==> src/rtl/ttt_pkg.sv <==
// Shared types and constants for the tic-tac-toe controller slice.
package ttt_pkg;

    localparam int unsigned BOARD_W = 9;

    typedef logic [BOARD_W-1:0] board_t;

    typedef enum logic [2:0] {
        S_IDLE,
        S_AI_THINK,
        S_CHECK_X,
        S_HUMAN_WAIT,
        S_CHECK_O,
        S_DONE
    } state_t;

    localparam logic [1:0] WIN_NONE = 2'b00;
    localparam logic [1:0] WIN_X    = 2'b01;
    localparam logic [1:0] WIN_O    = 2'b10;
    localparam logic [1:0] WIN_DRAW = 2'b11;

    // Bit 8 is the top-left cell, bit 0 the bottom-right.
    localparam int unsigned NUM_LINES = 8;
    localparam logic [NUM_LINES-1:0][BOARD_W-1:0] LINE_MASKS = {
        9'b111000000, 9'b000111000, 9'b000000111,
        9'b100100100, 9'b010010010, 9'b001001001,
        9'b100010001, 9'b001010100
    };

endpackage

==> src/rtl/ttt_game_ctrl_if.sv <==
// Human move valid/ready handshake between the input logic and the controller.
interface ttt_game_ctrl_if
    import ttt_pkg::*;
();
    board_t human_move;
    logic   human_move_valid;
    logic   human_move_ready;

    modport master (output human_move, output human_move_valid, input  human_move_ready);
    modport slave  (input  human_move, input  human_move_valid, output human_move_ready);
endinterface

==> src/rtl/ttt_win_detect.sv <==
// Flags a board that fully covers any of the eight winning lines.
module ttt_win_detect
    import ttt_pkg::*;
(
    input  board_t board,
    output logic   has_line
);

    always_comb begin
        has_line = 1'b0;
        for (int unsigned i = 0; i < NUM_LINES; i++) begin
            if ((board & LINE_MASKS[i]) == LINE_MASKS[i]) has_line = 1'b1;
        end
    end

endmodule

==> src/rtl/ttt_game_ctrl.sv <==
// Tic-tac-toe turn sequencer: owns the X/O boards, commits AI and human moves,
// and reports win/draw/forfeit results.
module ttt_game_ctrl
    import ttt_pkg::*;
#(
    parameter int unsigned AI_SETTLE     = 1,
    parameter int unsigned HUMAN_TIMEOUT = 0
) (
    input  logic            clk,
    input  logic            rst,
    input  logic            start,
    ttt_game_ctrl_if.slave  human,
    input  board_t          ai_move,
    output board_t          x_state,
    output board_t          o_state,
    output logic            ai_turn,
    output logic            illegal_move,
    output logic            game_over,
    output logic [1:0]      winner
);

    localparam int unsigned SW = (AI_SETTLE > 1) ? $clog2(AI_SETTLE) : 1;
    localparam int unsigned TW = (HUMAN_TIMEOUT > 0) ? $clog2(HUMAN_TIMEOUT + 1) : 1;

    state_t        state, state_d;
    board_t        x_d, o_d;
    logic [1:0]    winner_d;
    logic [3:0]    move_cnt, move_cnt_d;
    logic [SW-1:0] settle_cnt, settle_cnt_d;
    logic [TW-1:0] to_cnt, to_cnt_d;
    logic          illegal_d;

    board_t empty, fallback, chosen;
    logic   ai_ok, xfer, human_ok, x_line, o_line;

    ttt_win_detect u_win_x (.board(x_state), .has_line(x_line));
    ttt_win_detect u_win_o (.board(o_state), .has_line(o_line));

    assign empty    = ~(x_state | o_state);
    // Two's-complement trick isolates the lowest-index empty cell.
    assign fallback = empty & (~empty + BOARD_W'(1));
    assign ai_ok    = $onehot(ai_move) && ((ai_move & ~empty) == '0);
    assign chosen   = ai_ok ? ai_move : fallback;

    assign xfer     = human.human_move_valid && human.human_move_ready;
    assign human_ok = $onehot(human.human_move) && ((human.human_move & ~empty) == '0);

    assign human.human_move_ready = (state == S_HUMAN_WAIT);
    assign ai_turn                = (state == S_AI_THINK);
    assign game_over              = (state == S_DONE);

    always_comb begin
        state_d      = state;
        x_d          = x_state;
        o_d          = o_state;
        winner_d     = winner;
        move_cnt_d   = move_cnt;
        settle_cnt_d = '0;
        to_cnt_d     = '0;
        illegal_d    = 1'b0;
        case (state)
            S_IDLE, S_DONE: begin
                if (start) begin
                    x_d        = '0;
                    o_d        = '0;
                    winner_d   = WIN_NONE;
                    move_cnt_d = '0;
                    state_d    = S_AI_THINK;
                end
            end
            S_AI_THINK: begin
                if (settle_cnt == SW'(AI_SETTLE - 1)) begin
                    x_d        = x_state | chosen;
                    move_cnt_d = move_cnt + 4'd1;
                    state_d    = S_CHECK_X;
                end else begin
                    settle_cnt_d = settle_cnt + SW'(1);
                end
            end
            S_CHECK_X: begin
                if (x_line) begin
                    winner_d = WIN_X;
                    state_d  = S_DONE;
                end else if (move_cnt == 4'd9) begin
                    winner_d = WIN_DRAW;
                    state_d  = S_DONE;
                end else begin
                    state_d = S_HUMAN_WAIT;
                end
            end
            S_HUMAN_WAIT: begin
                if (xfer && human_ok) begin
                    o_d        = o_state | human.human_move;
                    move_cnt_d = move_cnt + 4'd1;
                    state_d    = S_CHECK_O;
                end else begin
                    illegal_d = xfer;
                    to_cnt_d  = to_cnt + TW'(1);
                    // Counter value N-1 here means N cycles have elapsed after this edge.
                    if (HUMAN_TIMEOUT != 0 && to_cnt == TW'(HUMAN_TIMEOUT - 1)) begin
                        winner_d = WIN_X;
                        state_d  = S_DONE;
                    end
                end
            end
            S_CHECK_O: begin
                if (o_line) begin
                    winner_d = WIN_O;
                    state_d  = S_DONE;
                end else if (move_cnt == 4'd9) begin
                    winner_d = WIN_DRAW;
                    state_d  = S_DONE;
                end else begin
                    state_d = S_AI_THINK;
                end
            end
            default: state_d = S_IDLE;
        endcase
    end

    always_ff @(posedge clk) begin
        if (rst) begin
            state        <= S_IDLE;
            x_state      <= '0;
            o_state      <= '0;
            winner       <= WIN_NONE;
            move_cnt     <= '0;
            settle_cnt   <= '0;
            to_cnt       <= '0;
            illegal_move <= 1'b0;
        end else begin
            state        <= state_d;
            x_state      <= x_d;
            o_state      <= o_d;
            winner       <= winner_d;
            move_cnt     <= move_cnt_d;
            settle_cnt   <= settle_cnt_d;
            to_cnt       <= to_cnt_d;
            illegal_move <= illegal_d;
        end
    end

endmodule

==> src/flat_wrapper.sv <==
// flat-port wrapper written by rule: the top's interface ports become plain ports
module ttt_game_ctrl_flat import ttt_pkg::*;
#(
    parameter int unsigned AI_SETTLE     = 1,
    parameter int unsigned HUMAN_TIMEOUT = 0
)
  (clk, rst, start, ai_move, x_state, o_state, ai_turn, illegal_move, game_over, winner, human_human_move, human_human_move_valid, human_human_move_ready);
  ttt_game_ctrl_if human_i ();
  input  logic clk;
  input  logic rst;
  input  logic start;
  input  board_t ai_move;
  output board_t x_state;
  output board_t o_state;
  output logic ai_turn;
  output logic illegal_move;
  output logic game_over;
  output logic [1:0] winner;
  input wire logic [$bits(human_i.human_move)-1:0] human_human_move;
  input wire logic [$bits(human_i.human_move_valid)-1:0] human_human_move_valid;
  output wire logic [$bits(human_i.human_move_ready)-1:0] human_human_move_ready;
  assign human_i.human_move = human_human_move;
  assign human_i.human_move_valid = human_human_move_valid;
  assign human_human_move_ready = human_i.human_move_ready;
  ttt_game_ctrl #(.AI_SETTLE(AI_SETTLE), .HUMAN_TIMEOUT(HUMAN_TIMEOUT)) u_core (.clk(clk), .rst(rst), .start(start), .human(human_i), .ai_move(ai_move), .x_state(x_state), .o_state(o_state), .ai_turn(ai_turn), .illegal_move(illegal_move), .game_over(game_over), .winner(winner));
endmodule
==> config.mk <==
export PLATFORM = sky130hd
export DESIGN_NAME = ttt_game_ctrl_flat
export DESIGN_NICKNAME = d
export VERILOG_FILES = /design/src/rtl/ttt_pkg.sv /design/src/rtl/ttt_game_ctrl_if.sv /design/src/rtl/ttt_win_detect.sv /design/src/rtl/ttt_game_ctrl.sv /design/src/flat_wrapper.sv
export SDC_FILE = /design/constraint.sdc
export NUM_CORES = 1
export LEC_CHECK = 0
export BUFFER_PORTS_ARGS = -buffer_cell sky130_fd_sc_hd__buf_4
export CELL_PAD_IN_SITES_DETAIL_PLACEMENT = 2
export CELL_PAD_IN_SITES_GLOBAL_PLACEMENT = 2
export CORE_UTILIZATION = 33
export CTS_BUF_LIST = sky130_fd_sc_hd__clkbuf_2
export DETAILED_ROUTE_END_ITERATION = 12
export PLACE_DENSITY_LB_ADDON = 0.1
export SYNTH_ARGS = -nofsm -noshare
export SYNTH_HDL_FRONTEND = slang
export SYNTH_SLANG_ARGS = --single-unit
==> constraint.sdc <==
create_clock -name clk -period 5.8 [get_ports clk]
set_clock_uncertainty 0.2 [all_clocks]
set_input_delay 0.87 -clock clk [delete_from_list [all_inputs] [get_ports clk]]
set_output_delay 0.87 -clock clk [all_outputs]
set_load 0.005 [all_outputs]
# Yosys cells after proc, flatten, opt, wreduce, memory -nomap -nowiden

Cells that the tools add are included.

Output and inout bits: 24
Register bits: 29
Logic and storage cells: 122
Bits of input ports: 22

Reduce and logical (&&, ||, !) cells: 19
Equality and inequality tests: 27
Bitwise logic cells: 11
Multiplexer cells: 39
$add $sub $neg: 19

Operators by type and width:

| operator            | count |
|---|---|
| $eq 3x3->1 const B  | 18 |
| $mux 9              | 4 |
| $pmux 9 s2          | 2 |
| $and 9x9->9         | 3 |
| $or 9x9->9          | 3 |
| $add 4x4->4         | 6 |
| $mux 3              | 7 |
| $logic_not 9->1     | 2 |
| $not 9->9           | 2 |
| $add 1x1->2         | 8 |
| $mux 1              | 16 |
| $pmux 3 s5          | 1 |
| $mux 4              | 3 |
| $pmux 4 s3          | 1 |
| $add 9x1->9 const B | 1 |
| $reduce_and 3->1    | 3 |
| $add 4x1->4         | 2 |
| $eq 4x1->1 const B  | 2 |
| $mux 2              | 4 |
| $eq 3x2->1 const B  | 2 |
| $ne 2x2->1 const B  | 3 |
| $pmux 2 s3          | 1 |
| $reduce_bool 3->1   | 2 |
| $reduce_or 3->1     | 2 |
| other kinds (11)    | 17 |

# Depth between registers and ports, before layout

Gate-level depths: netlist (run 1).

Depth after elaboration: 11
Depth in mapped cells: 13
Mapped depth without buffers: 12

# By module

A second synthesis (run 1) with hierarchy kept.

Cell total of the unflattened synthesis: 258
Area total of the unflattened synthesis: 2,164.6 µm²

By module, submodules not included:

| module         | sequential area each (µm²) | cells each | times used | area each (µm²) |
|---|---|---|---|---|
| ttt_game_ctrl  | 580.6                      | 242        | 1          | 2,054.5 |
| ttt_win_detect | 0.0                        | 8          | 2          | 55.1 |

# Least setup slack after synthesis (run 1)

Ideal clock, no wire load.

Path type: in2reg
From: input human_human_move[0]
To: register u_core.move_cnt[1]
Library setup time: 71 ps
Data required time: 5,529 ps
Arrival: 4,178 ps
Path buffers: 0
Stages: 12
Setup slack: 1,351 ps
Path through: ha_1 fa_1 inv_1 fa_1 inv_1 ha_1 fa_1 nor4b_1 nand4_2 o32a_1 or4_1 a21oi_1

Longest elaborated chain between the ends: 9
Elaborated cells on any way between the ends: 11
Classes of those cells: 4 x add/sub; 2 x eq/ne; 1 x bitwise; 4 x reduce/logical

Ends and longest elaborated chain:

| item                                           | line                 | RTL |
|---|---|---|
| start, declared                                | flat_wrapper.sv:19   | `input wire logic [$bits(human_i.human_move)-1:0] human_human_move;` |
| $add 1x1->2 (implied by the code)              | ttt_game_ctrl.sv:46  | `assign human_ok = $onehot(human.human_move) && ((human.human_move & ~empty) == '0);` |
| $add 4x4->4 (implied by the code) (2 in a row) | ttt_game_ctrl.sv:46  |  |
| $add 4x1->4 (implied by the code)              | ttt_game_ctrl.sv:46  |  |
| $eq 4x1->1                                     | ttt_game_ctrl.sv:46  |  |
| $logic_and 1x1->1 (*)                          | ttt_game_ctrl.sv:46  |  |
| $logic_and 1x1->1 (*)                          | ttt_game_ctrl.sv:92  | `if (xfer && human_ok) begin` |
| $ne 2x2->1 (no line) (*)                       | -                    |  |
| $reduce_and 4->1 (no line) (*)                 | -                    |  |
| end signal, assigned                           | ttt_game_ctrl.sv:136 | `move_cnt <= move_cnt_d;` |
| end, declared                                  | ttt_game_ctrl.sv:28  | `logic [3:0] move_cnt, move_cnt_d;` |

Mark *: on every way between the ends. The rest lies on a longest branch, timed or not.
A chain may end at the register's enable or synchronous reset.

# Worst setup path after layout (run 1)

Ends and elaborated chain as after synthesis.

==> out/qor.csv, run 1 <==
metric;value;unit
end_kind;flip-flop;
outcome;finished, final reports clean;
fin_crit_sh;0.764;
num_vias;2226;
path_cells;buf_4 -> ha_1 -> fa_1 -> inv_1 -> fa_1 -> inv_1 -> ha_1 -> fa_1 -> nor4b_1 -> nand4_2 -> o32a_1 -> or4_1 -> a21oi_1;
antenna_found_initial;0;
synth_edf_count;0;
place_ws;0.981;ns
start_kind;input pin;
r2r-start;u_core.state[0]$_SDFFE_PP0P_;
grt_pass1_wl;12.9;mm
dp_hpwl;5.97;mm
cts_tree;built;
drt-met1-wl;3.59;mm
path_delay_family;adder cells;
path_common_cell;fa_1;
synth-main-ff-cell;dfxtp_1;
clock_latency;0.37;ns
maxCapViolations;0;
whs_path_depth;1;
crit_type;in -> reg;
firstDrtPassIters;4;
hold_start;u_core.move_cnt[3]$_SDFFE_PP0P_;
final_common_cell;buf_4;
grt_setup_unrepaired;no;
rr_worst_depth;5;
crit_arrival;4.56;ns
path_max_fanout;5;
drc_errors;0;
syn-num-nets;306;
numPortBuffers;45;
fillerInstances;735;
num_antenna_cells;0;
clock_sinks;29;
drtIter0Drc;126;
crit_path_top_delay_cell;fa_1;
setup_viol;0;
final_cell_mix;47 x buf_4, 35 x inv_1, 29 x o21ai_0, 29 x dfxtp_1, 16 x a21oi_1;
peakVddDrop;0.000123;V
synth_seq_cells;29;
dieArea;0.00687;mm2
h-tree-depth;2;
groute.usage.overall;0.237;
place_area;0.00256;mm2
worst_slack;1.37;ns
hold_path_class;reg -> reg;
path_buf_inv;3;
fin_area;0.00262;mm2
yosys_warnings;0;
dieWidth;82.9;um
grt_pass1_vias;2447;
holdBufCountCts;0;
routed.top_layer;met4;
crit_path_max_incr_delay;0.54;ns
cts_buffers;5;
yosysUniqueCellTypes;54;
post_cts_resized;0;
synth_area_leaders;dfxtp_1 27%, fa_1 9.3%, ha_1 7.0%;
postCtsSetupBuffers;0;
p_total;665;uW
place_congestion;0.807;
netlist_area;0.00216;mm2
gr-total-overflow;0;
wl_met2;3.66;mm
finalHoldViolations;0;
drtAntennaViolNets;0;
initial_core_util;0.340;
r2r_end;u_core.x_state[8]$_SDFFE_PP0P_;
seq_area_frac_synth;0.269;
vias_per_cell;5.83;
tightest_slew;0.690;ns
nets;348;
drive_gt1_frac;0.200;
reg2reg_slack;2.99;ns
synthArstFlopShare;0;
die_y;82.9;um
wl_per_cell;20.1;um
power_density;254;mW/mm2
required;5.93;ns
hold_path_end;u_core.move_cnt[3]$_SDFFE_PP0P_;
wl_met3;356;um
setup_tns;0;ns
path_clk_slew;0.18;ns
layout_min_cycle_time;4.43;ns
max_slew_margin;0.536;
cts_buffer_depth;2;
fmax;226;MHz
row_count;29;
synth_top_area_share;0.269;
finalMaxSlewViolations;0;
area_growth;21.4;%
root_buffer;clkbuf_2;
finalWirelength;7.67;mm
p_leak;0.00109;uW
syn_area_per_cell;8.24;um2
yosys.area.top_type;dfxtp_1;
grt_max_degree;18;
core_area;0.00635;mm2
io_pins;46;
syn-instance-count;262;
cell families after synthesis:
logic type | count (synthesis) | share of synthesized area
compound gates | 98 | 0.303
fa+ha+maj | 22 | 0.162
buf+inv | 47 | 0.0846
flops | 29 | 0.269
mux | 3 | 0.0156
other cells | 1 | 0.00174
simple gates | 62 | 0.164
registers in the layout, summed over array words and instances (netlist names):
signal and flops:
u_core.o_state 9, u_core.state 3, u_core.settle_cnt 1, u_core.winner 2
u_core.move_cnt 4, u_core.x_state 9, u_core.illegal_move 1
metal layers:
metal	vias to the layer above	track usage
li1	1042	-
met1	1115	0.326
met2	61	0.390
met3	8	0.0378
met4	0	0.0517
met5	-	0
cells in the mapped netlist (4+ instances only):
| cell | number |
|---|---|
| dfxtp_1 | 29 |
| a21oi_1 | 16 |
| fa_1 | 10 |
| a22o_1 | 11 |
| o21ai_0 | 29 |
| nand3_1 | 5 |
| o21ai_1 | 7 |
| a32oi_1 | 4 |
| ha_1 | 12 |
| nand4_1 | 6 |
| clkbuf_1 | 9 |
| inv_1 | 35 |
| a22oi_1 | 4 |
| nor2_1 | 15 |
| nand2_1 | 8 |
| nand2b_1 | 4 |
worst reg2reg max path, delay by kind of cell, from the launching register on:
kind               cells  cell delay, ns
AOI/OAI and AO/OA      2            0.62
and+or+nand+nor        3            1.27
DFF                    1            0.64
area by class of cell:
| cell class | count | area (um2) | share of cell area |
|---|---|---|---|
| Multi-Input combinational cell | 186 | 1400 | 0.533 |
| Sequential cell | 29 | 581 | 0.221 |
| Timing Repair Buffer | 47 | 353 | 0.135 |
| Inverter | 35 | 131 | 0.0501 |
| Tap cell | 77 | 96.3 | 0.0368 |
| Clock inverter | 2 | 33.8 | 0.0129 |
| Clock buffer | 6 | 30.0 | 0.0115 |
worst max path at each step:
stage                   startpoint                               to  slack [ns]  cells past startpoint
2_1_floorplan  human_human_move[0]  u_core.move_cnt[1]$_SDFFE_PP0P_        1.35                     12
3_3_place_gp   human_human_move[0]  u_core.move_cnt[1]$_SDFFE_PP0P_        1.01                     13
3_5_place_dp   human_human_move[0]  u_core.move_cnt[1]$_SDFFE_PP0P_        0.98                     13
4_1_cts        human_human_move[0]  u_core.move_cnt[1]$_SDFFE_PP0P_        1.36                     13
5_1_grt        human_human_move[0]  u_core.move_cnt[1]$_SDFFE_PP0P_        1.15                     13
6_report       human_human_move[0]  u_core.move_cnt[1]$_SDFFE_PP0P_        1.37                     13
stage by stage:
stage | utilization | cells | hold slack [ns]
final | 0.413 | 382 | 0.313
after global routing | 0.413 | 382 | 0.358
after CTS | 0.413 | 382 | 0.313
after detailed placement | 0.403 | 374 | 0.289
after global placement | 0.403 | 374 | 0.278
after floorplan | - | 262 | 0.243
power breakdown:
group	switching [uW]	internal, uW	total (uW)
Sequential	47.1	217	264
Clock	79.0	73.7	153
Combinational	141	107	248
Total	267	398	665
(Power assumes the default switching activity.)
==> run 2: changes to the inputs <==
--- a/config.mk
+++ b/config.mk
@@ -5,10 +5,11 @@
 export SDC_FILE = /design/constraint.sdc
 export NUM_CORES = 1
 export LEC_CHECK = 0
+export ABC_AREA = 1
 export BUFFER_PORTS_ARGS = -buffer_cell sky130_fd_sc_hd__buf_4
 export CELL_PAD_IN_SITES_DETAIL_PLACEMENT = 2
 export CELL_PAD_IN_SITES_GLOBAL_PLACEMENT = 2
-export CORE_UTILIZATION = 33
+export CORE_UTILIZATION = 31
 export CTS_BUF_LIST = sky130_fd_sc_hd__clkbuf_2
 export DETAILED_ROUTE_END_ITERATION = 12
 export PLACE_DENSITY_LB_ADDON = 0.1
==> constraint.sdc (replaced) <==
create_clock -name clk -period 4.49 [get_ports clk]
set_clock_uncertainty 0.2 [all_clocks]
set_input_delay 0.6735 -clock clk [delete_from_list [all_inputs] [get_ports clk]]
set_output_delay 0.6735 -clock clk [all_outputs]
set_load 0.005 [all_outputs]
==> run 2 against run 1 <==
  * Die area rose by 12%
  * Synthesized area rose by 5.6%
  * Global-route usage fell by 1.6 points
  * First-iteration DRC count fell by 42%
==> out/qor.csv, run 2 <==
metric;value;unit;change
required;4.61;ns;-1.32 ns
fin_util;0.401;;-0.0115
h-tree-depth;2;;unchanged
end_kind;flip-flop;;
fin_cells;488;;+28%
finalMaxSlewViolations;0;;unchanged
netlist_area;0.00228;mm2;+5.6%
finalHoldViolations;0;;unchanged
drtIter0Drc;73;;-42%
antenna_found_initial;0;;unchanged
groute.usage.overall;0.221;;-0.0158
crit_arrival;3.93;ns;-0.63 ns
synth-main-ff-cell;dfxtp_1;;
cts_tree;built;;
fin_area;0.00279;mm2;+6.3%
vias_per_cell;4.77;;-18%
yosys.area.top_type;dfxtp_1;;
r2r-start;u_core.state[2]$_SDFFE_PP0P_;;
num_antenna_cells;0;;unchanged
maxCapViolations;0;;unchanged
path_depth;17;;+4
fmax;262;MHz;
outcome;finished, final reports clean;;
p_leak;0.00143;uW;+31%
synth_most_common_cell;nand2_1;;
start_kind;input pin;;
r2r_end;u_core.x_state[0]$_SDFFE_PP0P_;;
syn-instance-count;341;;+30%
gr-total-overflow;0;;unchanged
area_growth;22.2;%;
power_density;367;mW/mm2;+45%
post_cts_resized;0;;unchanged
dieArea;0.00770;mm2;+12%
place_ws;0.237;ns;-0.743 ns
syn-num-nets;385;;+26%
clock_sinks;29;;unchanged
synth_edf_count;0;;unchanged
crit_path_top_delay_cell;fa_1;;
grt_pass1_wl;12.7;mm;-2.0%
core_area;0.00694;mm2;+9.4%
nets;435;;+25%
clock_latency;0.39;ns;+0.02 ns
drtAntennaViolNets;0;;unchanged
placedCellCount;480;;+28%
place_congestion;0.806;;about the same
reg_top3;u_core.o_state: 9 flops, u_core.x_state: 9 flops, u_core.move_cnt: 4 flops;;
setup_tns;0;ns;unchanged
setup_viol;0;;unchanged
holdBufCountCts;0;;unchanged
numPortBuffers;45;;unchanged
path_cells;buf_4 -> ha_1 -> fa_1 -> inv_1 -> fa_1 -> inv_1 -> ha_1 -> fa_1 -> inv_1 -> nand2_1 -> nor2_1 -> nand2_1 -> nor2_1 -> nand3_1 -> nand2_1 -> nand3_1 -> a21oi_2;;
reg2reg_slack;2.34;ns;-0.65 ns
wl_per_cell;16.0;um;-21%
dp_hpwl;6.48;mm;+8.5%
seq_area_frac_synth;0.255;;-0.0143
initial_core_util;0.328;;-0.0116
rr_worst_depth;8;;+3
synth_area_leaders;dfxtp_1 25%, nand2_1 17%, inv_1 9.5%;;
cts_buffers;5;;unchanged
critPathCapture;u_core.o_state[0]$_SDFFE_PP0P_;;
path_delay_family;adder cells;;
synthArstFlopShare;0;;unchanged
postCtsSetupBuffers;0;;unchanged
synth_top_area_share;0.255;;-0.0143
drc_errors;0;;unchanged
layout_min_cycle_time;3.82;ns;
hold_path_class;in -> reg;;
fin_crit_sh;0.850;;
dieWidth;87.8;um;+5.9%
synth_common_cells;102 x nand2_1, 58 x inv_1, 41 x nand3_1, 29 x dfxtp_1, 24 x nor2_1;;
hold_start;rst;;
path_clk_slew;0.19;ns;about the same
path_max_fanout;9;;+4
firstDrtPassIters;4;;unchanged
startpoint;human_human_move[0];;
worst_slack;0.674;ns;-0.692 ns
crit_path_max_incr_delay;0.54;ns;about the same
synth_seq_cells;29;;unchanged
finalWirelength;7.79;mm;+1.6%
row_count;30;;+3.4%
root_buffer;clkbuf_2;;
io_pins;46;;unchanged
final_cell_mix;102 x nand2_1, 58 x inv_1, 45 x buf_4;;
grt_pass1_vias;2455;;+0.33%
syn_area_per_cell;6.69;um2;-19%
die_y;87.8;um;+5.9%
cts_buffer_depth;2;;unchanged
yosysUniqueCellTypes;27;;-50%
place_area;0.00272;mm2;+6.5%
crit_type;in -> reg;;
peakVddDrop;0.000117;V;-4.9%
num_vias;2328;;+4.6%
grt_setup_unrepaired;no;;
fillerInstances;857;;+17%
drive_gt1_frac;0.202;;+0.00153
path_buf_inv;4;;+1
final_common_cell;nand2_1;;
grt_max_degree;19;;+1
yosys_warnings;0;;unchanged
-- run 2: cell count changes after synthesis, moves of 7 or more --
| cell | change |
|---|---|
| a21oi_2 | +10 |
| a22o_1 | -11 |
| clkbuf_1 | -9 |
| inv_1 | +23 |
| nand2_1 | +94 |
| nand3_1 | +36 |
| nor2_1 | +9 |
| o21ai_0 | -25 |
| o21ai_1 | -7 |
-- run 2: layout make-up --
cell class	instances	area (um2)	share of cell area
Tap cell	96	120	0.0431
Multi-Input combinational cell	248	1450	0.521
Clock buffer	6	30.0	0.0108
Inverter	62	233	0.0835
Sequential cell	29	581	0.208
Clock inverter	2	33.8	0.0121
Timing Repair Buffer	45	338	0.121
-- run 2: worst min path at each step --
stage                     slack, ns  depth (start not counted)                              end
after floorplan                0.26                          2  u_core.move_cnt[3]$_SDFFE_PP0P_
after global placement         0.30                          2  u_core.move_cnt[3]$_SDFFE_PP0P_
after detailed placement       0.30                          2  u_core.move_cnt[3]$_SDFFE_PP0P_
after CTS                      0.26                          2     u_core.state[2]$_SDFFE_PP0P_
after global routing           0.25                          2  u_core.move_cnt[2]$_SDFFE_PP0P_
final                          0.28                          2  u_core.move_cnt[2]$_SDFFE_PP0P_
-- run 2: cell families after synthesis --
logic type	Yosys count	synth area share
buffers and inverters	64	0.109
XOR/XNOR	1	0.00384
AND/OR/NAND/NOR	189	0.379
AO/OA/AOI/OAI	35	0.0987
flip-flops	29	0.255
adder cells (fa/ha/maj)	22	0.154
other	1	0.00164
-- run 2: report_power, final --
group | total [uW] | switching (uW) | internal, uW
combinational | 484 | 315 | 169
clock | 203 | 108 | 95.0
sequential | 336 | 46.3 | 289
total | 1020 | 469 | 553
-- run 2: metal layers --
layer,track usage,up-vias,wire length (um)
met5,0,-,0
met4,0.0373,0,40
met3,0.0386,5,364
met2,0.345,50,3460
met1,0.321,1108,3920
li1,-,1165,-
-- run 2: metrics by stage --
step | hold slack, ns | total power, uW
2_1_floorplan | 0.256 | 651
3_3_place_gp | 0.297 | 807
3_5_place_dp | 0.302 | 830
4_1_cts | 0.262 | 1040
5_1_grt | 0.252 | 1110
6_report | 0.277 | 1020
==> run 3: changes to the inputs <==
==> constraint.sdc (replaced) <==
create_clock -name clk -period 3.9 [get_ports clk]
set_clock_uncertainty 0.2 [all_clocks]
set_input_delay 0.585 -clock clk [delete_from_list [all_inputs] [get_ports clk]]
set_output_delay 0.585 -clock clk [all_outputs]
set_load 0.005 [all_outputs]
==> run 3 against run 2 <==
  * Sequential power is 15% higher
  * Setup slack worse by 0.43 ns
  * Critical endpoint is now u_core.o_state[5]$_SDFFE_PP0P_
  * Global-route usage down 0.29 points
  * Clock power increased by 16%
  * Critical path depth unchanged
==> out/qor.csv, run 3 (synthesis gave the netlist of run 2 again) <==
metric;value;unit;change
placedCellCount;488;;+1.7%
core_area;0.00694;mm2;unchanged
dp_hpwl;6.34;mm;-2.2%
reg_top3;u_core.o_state: 9 flops, u_core.x_state: 9 flops, u_core.move_cnt: 4 flops;;
fin_cells;496;;+1.6%
switching_share;0.456;;-0.00237
holdBufCountCts;0;;unchanged
end_kind;flip-flop;;
drive_gt1_frac;0.218;;+0.0160
path_buf_inv;4;;unchanged
cts_tree;built;;
firstDrtPassIters;4;;unchanged
wl_met3;256;um;-30%
routed.top_layer;met4;;
path_clk_slew;0.20;ns;about the same
r2r-start;u_core.state[1]$_SDFFE_PP0P_;;
required;4.03;ns;-0.58 ns
hold_path_end;u_core.move_cnt[1]$_SDFFE_PP0P_;;
path_max_fanout;9;;unchanged
internal_power;651;uW;+18%
drtIter0Drc;70;;-4.1%
combPwrFrac;0.479;;+0.005
layout_min_cycle_time;3.65;ns;
crit_path_max_incr_delay;0.56;ns;+0.02 ns
grt_pass1_vias;2453;;-0.081%
cts_buffers;5;;unchanged
peakVddDrop;0.000159;V;+36%
finalHoldViolations;0;;unchanged
final_common_cell;nand2_1;;
final_cell_mix;102 x nand2_1, 58 x inv_1, 53 x buf_4;;
num_vias;2416;;+3.8%
finalWirelength;7.71;mm;-1.0%
gr-total-overflow;0;;unchanged
numPortBuffers;45;;unchanged
grt_setup_unrepaired;no;;
nets;443;;+1.8%
initial_core_util;0.328;;unchanged
rr_worst_depth;9;;+1
groute.usage.overall;0.218;;-0.00287
num_antenna_cells;0;;unchanged
dieArea;0.00770;mm2;unchanged
whs_path_depth;2;;unchanged
netSwitchingPower;547;uW;+17%
whs;0.179;ns;-0.0981 ns
power_density;421;mW/mm2;+15%
outcome;finished, final reports clean;;
p_seq_frac;0.324;;-0.004
finalMaxSlewViolations;0;;unchanged
die_y;87.8;um;unchanged
fin_crit_sh;0.937;;
vias_per_cell;4.87;;+2.1%
wl_per_cell;15.5;um;-2.6%
maxCapViolations;0;;unchanged
crit_type;in -> reg;;
r2r_end;u_core.x_state[0]$_SDFFE_PP0P_;;
crit_path_top_delay_cell;fa_1;;
postCtsSetupBuffers;0;;unchanged
fillerInstances;890;;+3.9%
path_cells;buf_4 -> ha_1 -> fa_1 -> inv_1 -> fa_1 -> inv_1 -> ha_1 -> fa_1 -> inv_1 -> nand2_1 -> nor2_1 -> nand2_1 -> nor2_1 -> nand3_1 -> nand2_1 -> nand3_1 -> a21oi_2;;
clockPowerShare;0.197;;about the same
h-tree-depth;2;;unchanged
setup_viol;0;;unchanged
cts_buffer_depth;2;;unchanged
hold_path_class;in -> reg;;
hold_start;rst;;
root_buffer;clkbuf_2;;
wl_met2;3.37;mm;-2.6%
io_pins;46;;unchanged
drc_errors;0;;unchanged
grt_pass1_wl;12.5;mm;-1.4%
p_leak;0.00147;uW;+2.7%
post_cts_resized;0;;unchanged
crit_arrival;3.78;ns;-0.15 ns
place_congestion;0.847;;+5.1%
drtAntennaViolNets;0;;unchanged
reg2reg_slack;1.82;ns;-0.52 ns
path_delay_family;adder cells;;
area_growth;24.8;%;
drt-met1-wl;4.01;mm;+2.1%
start_kind;input pin;;
clock_sinks;29;;unchanged
clock_latency;0.40;ns;about the same
dieWidth;87.8;um;unchanged
fmax;274;MHz;
antenna_found_initial;0;;unchanged
row_count;30;;unchanged
grt_max_degree;19;;unchanged
run 3: changes by cell type in the layout (fill, tap and decap cells not counted), sizes merged:
cell | before | now
buf | 45 | 53
run 3: layout make-up:
| type | count | area, um2 | area share |
|---|---|---|---|
| multi-input combinational | 248 | 1450 | 0.510 |
| sequential | 29 | 581 | 0.204 |
| timing repair buffer | 53 | 398 | 0.140 |
| inverter | 62 | 233 | 0.0818 |
| tap | 96 | 120 | 0.0422 |
| clock inverter | 2 | 33.8 | 0.0119 |
| clock buffer | 6 | 30.0 | 0.0105 |
run 3: worst max path at each step:
stage                   startpoint                              end  slack [ns]  cells past startpoint
4_1_cts        human_human_move[0]   u_core.o_state[5]$_SDFFE_PP0P_        0.25                     17
3_3_place_gp   human_human_move[0]   u_core.o_state[7]$_SDFFE_PP0P_       -0.03                     17
5_1_grt        human_human_move[0]   u_core.o_state[2]$_SDFFE_PP0P_        0.04                     17
6_report       human_human_move[0]   u_core.o_state[5]$_SDFFE_PP0P_        0.25                     17
3_5_place_dp   human_human_move[0]   u_core.o_state[0]$_SDFFE_PP0P_       -0.13                     17
2_1_floorplan  human_human_move[0]  u_core.move_cnt[0]$_SDFFE_PP0P_        0.21                     17
run 3: worst reg2reg max path: stages, from the launching register on:
cell     delay [ns]
dfxtp_1        0.43
inv_2          0.09
nand2_1        0.14
o22ai_2        0.13
nand2_2        0.25
nand2_4        0.12
nor2_8         0.21
nand2_4        0.07
nand2_4        0.24
a21oi_1        0.09
run 3: power groups by stage:
stage               Sequential, uW  Combinational, uW  Clock [uW]
floorplan                      378                371           0
global placement               394                558           0
detailed placement             394                580           0
CTS                            388                584         243
global route                   395                651         254
finish                         388                574         236
run 3: through the flow:
stage / util / power [uW] / TNS, ns / cell area [um2] / setup WS (ns)
global route: 0.410 / 1300 / 0 / 2850 / 0.0359
finish: 0.410 / 1200 / 0 / 2850 / 0.245
floorplan: - / 750 / 0 / 2280 / 0.210
detailed placement: 0.401 / 974 / -1.60 / 2780 / -0.135
global placement: 0.401 / 951 / -0.252 / 2780 / -0.0313
CTS: 0.410 / 1210 / 0 / 2850 / 0.252
run 3: routing by layer:
layer	track usage	up-vias
met5	0	-
met4	0.0537	0
met2	0.340	38
met3	0.0368	7
li1	-	1189
met1	0.312	1182
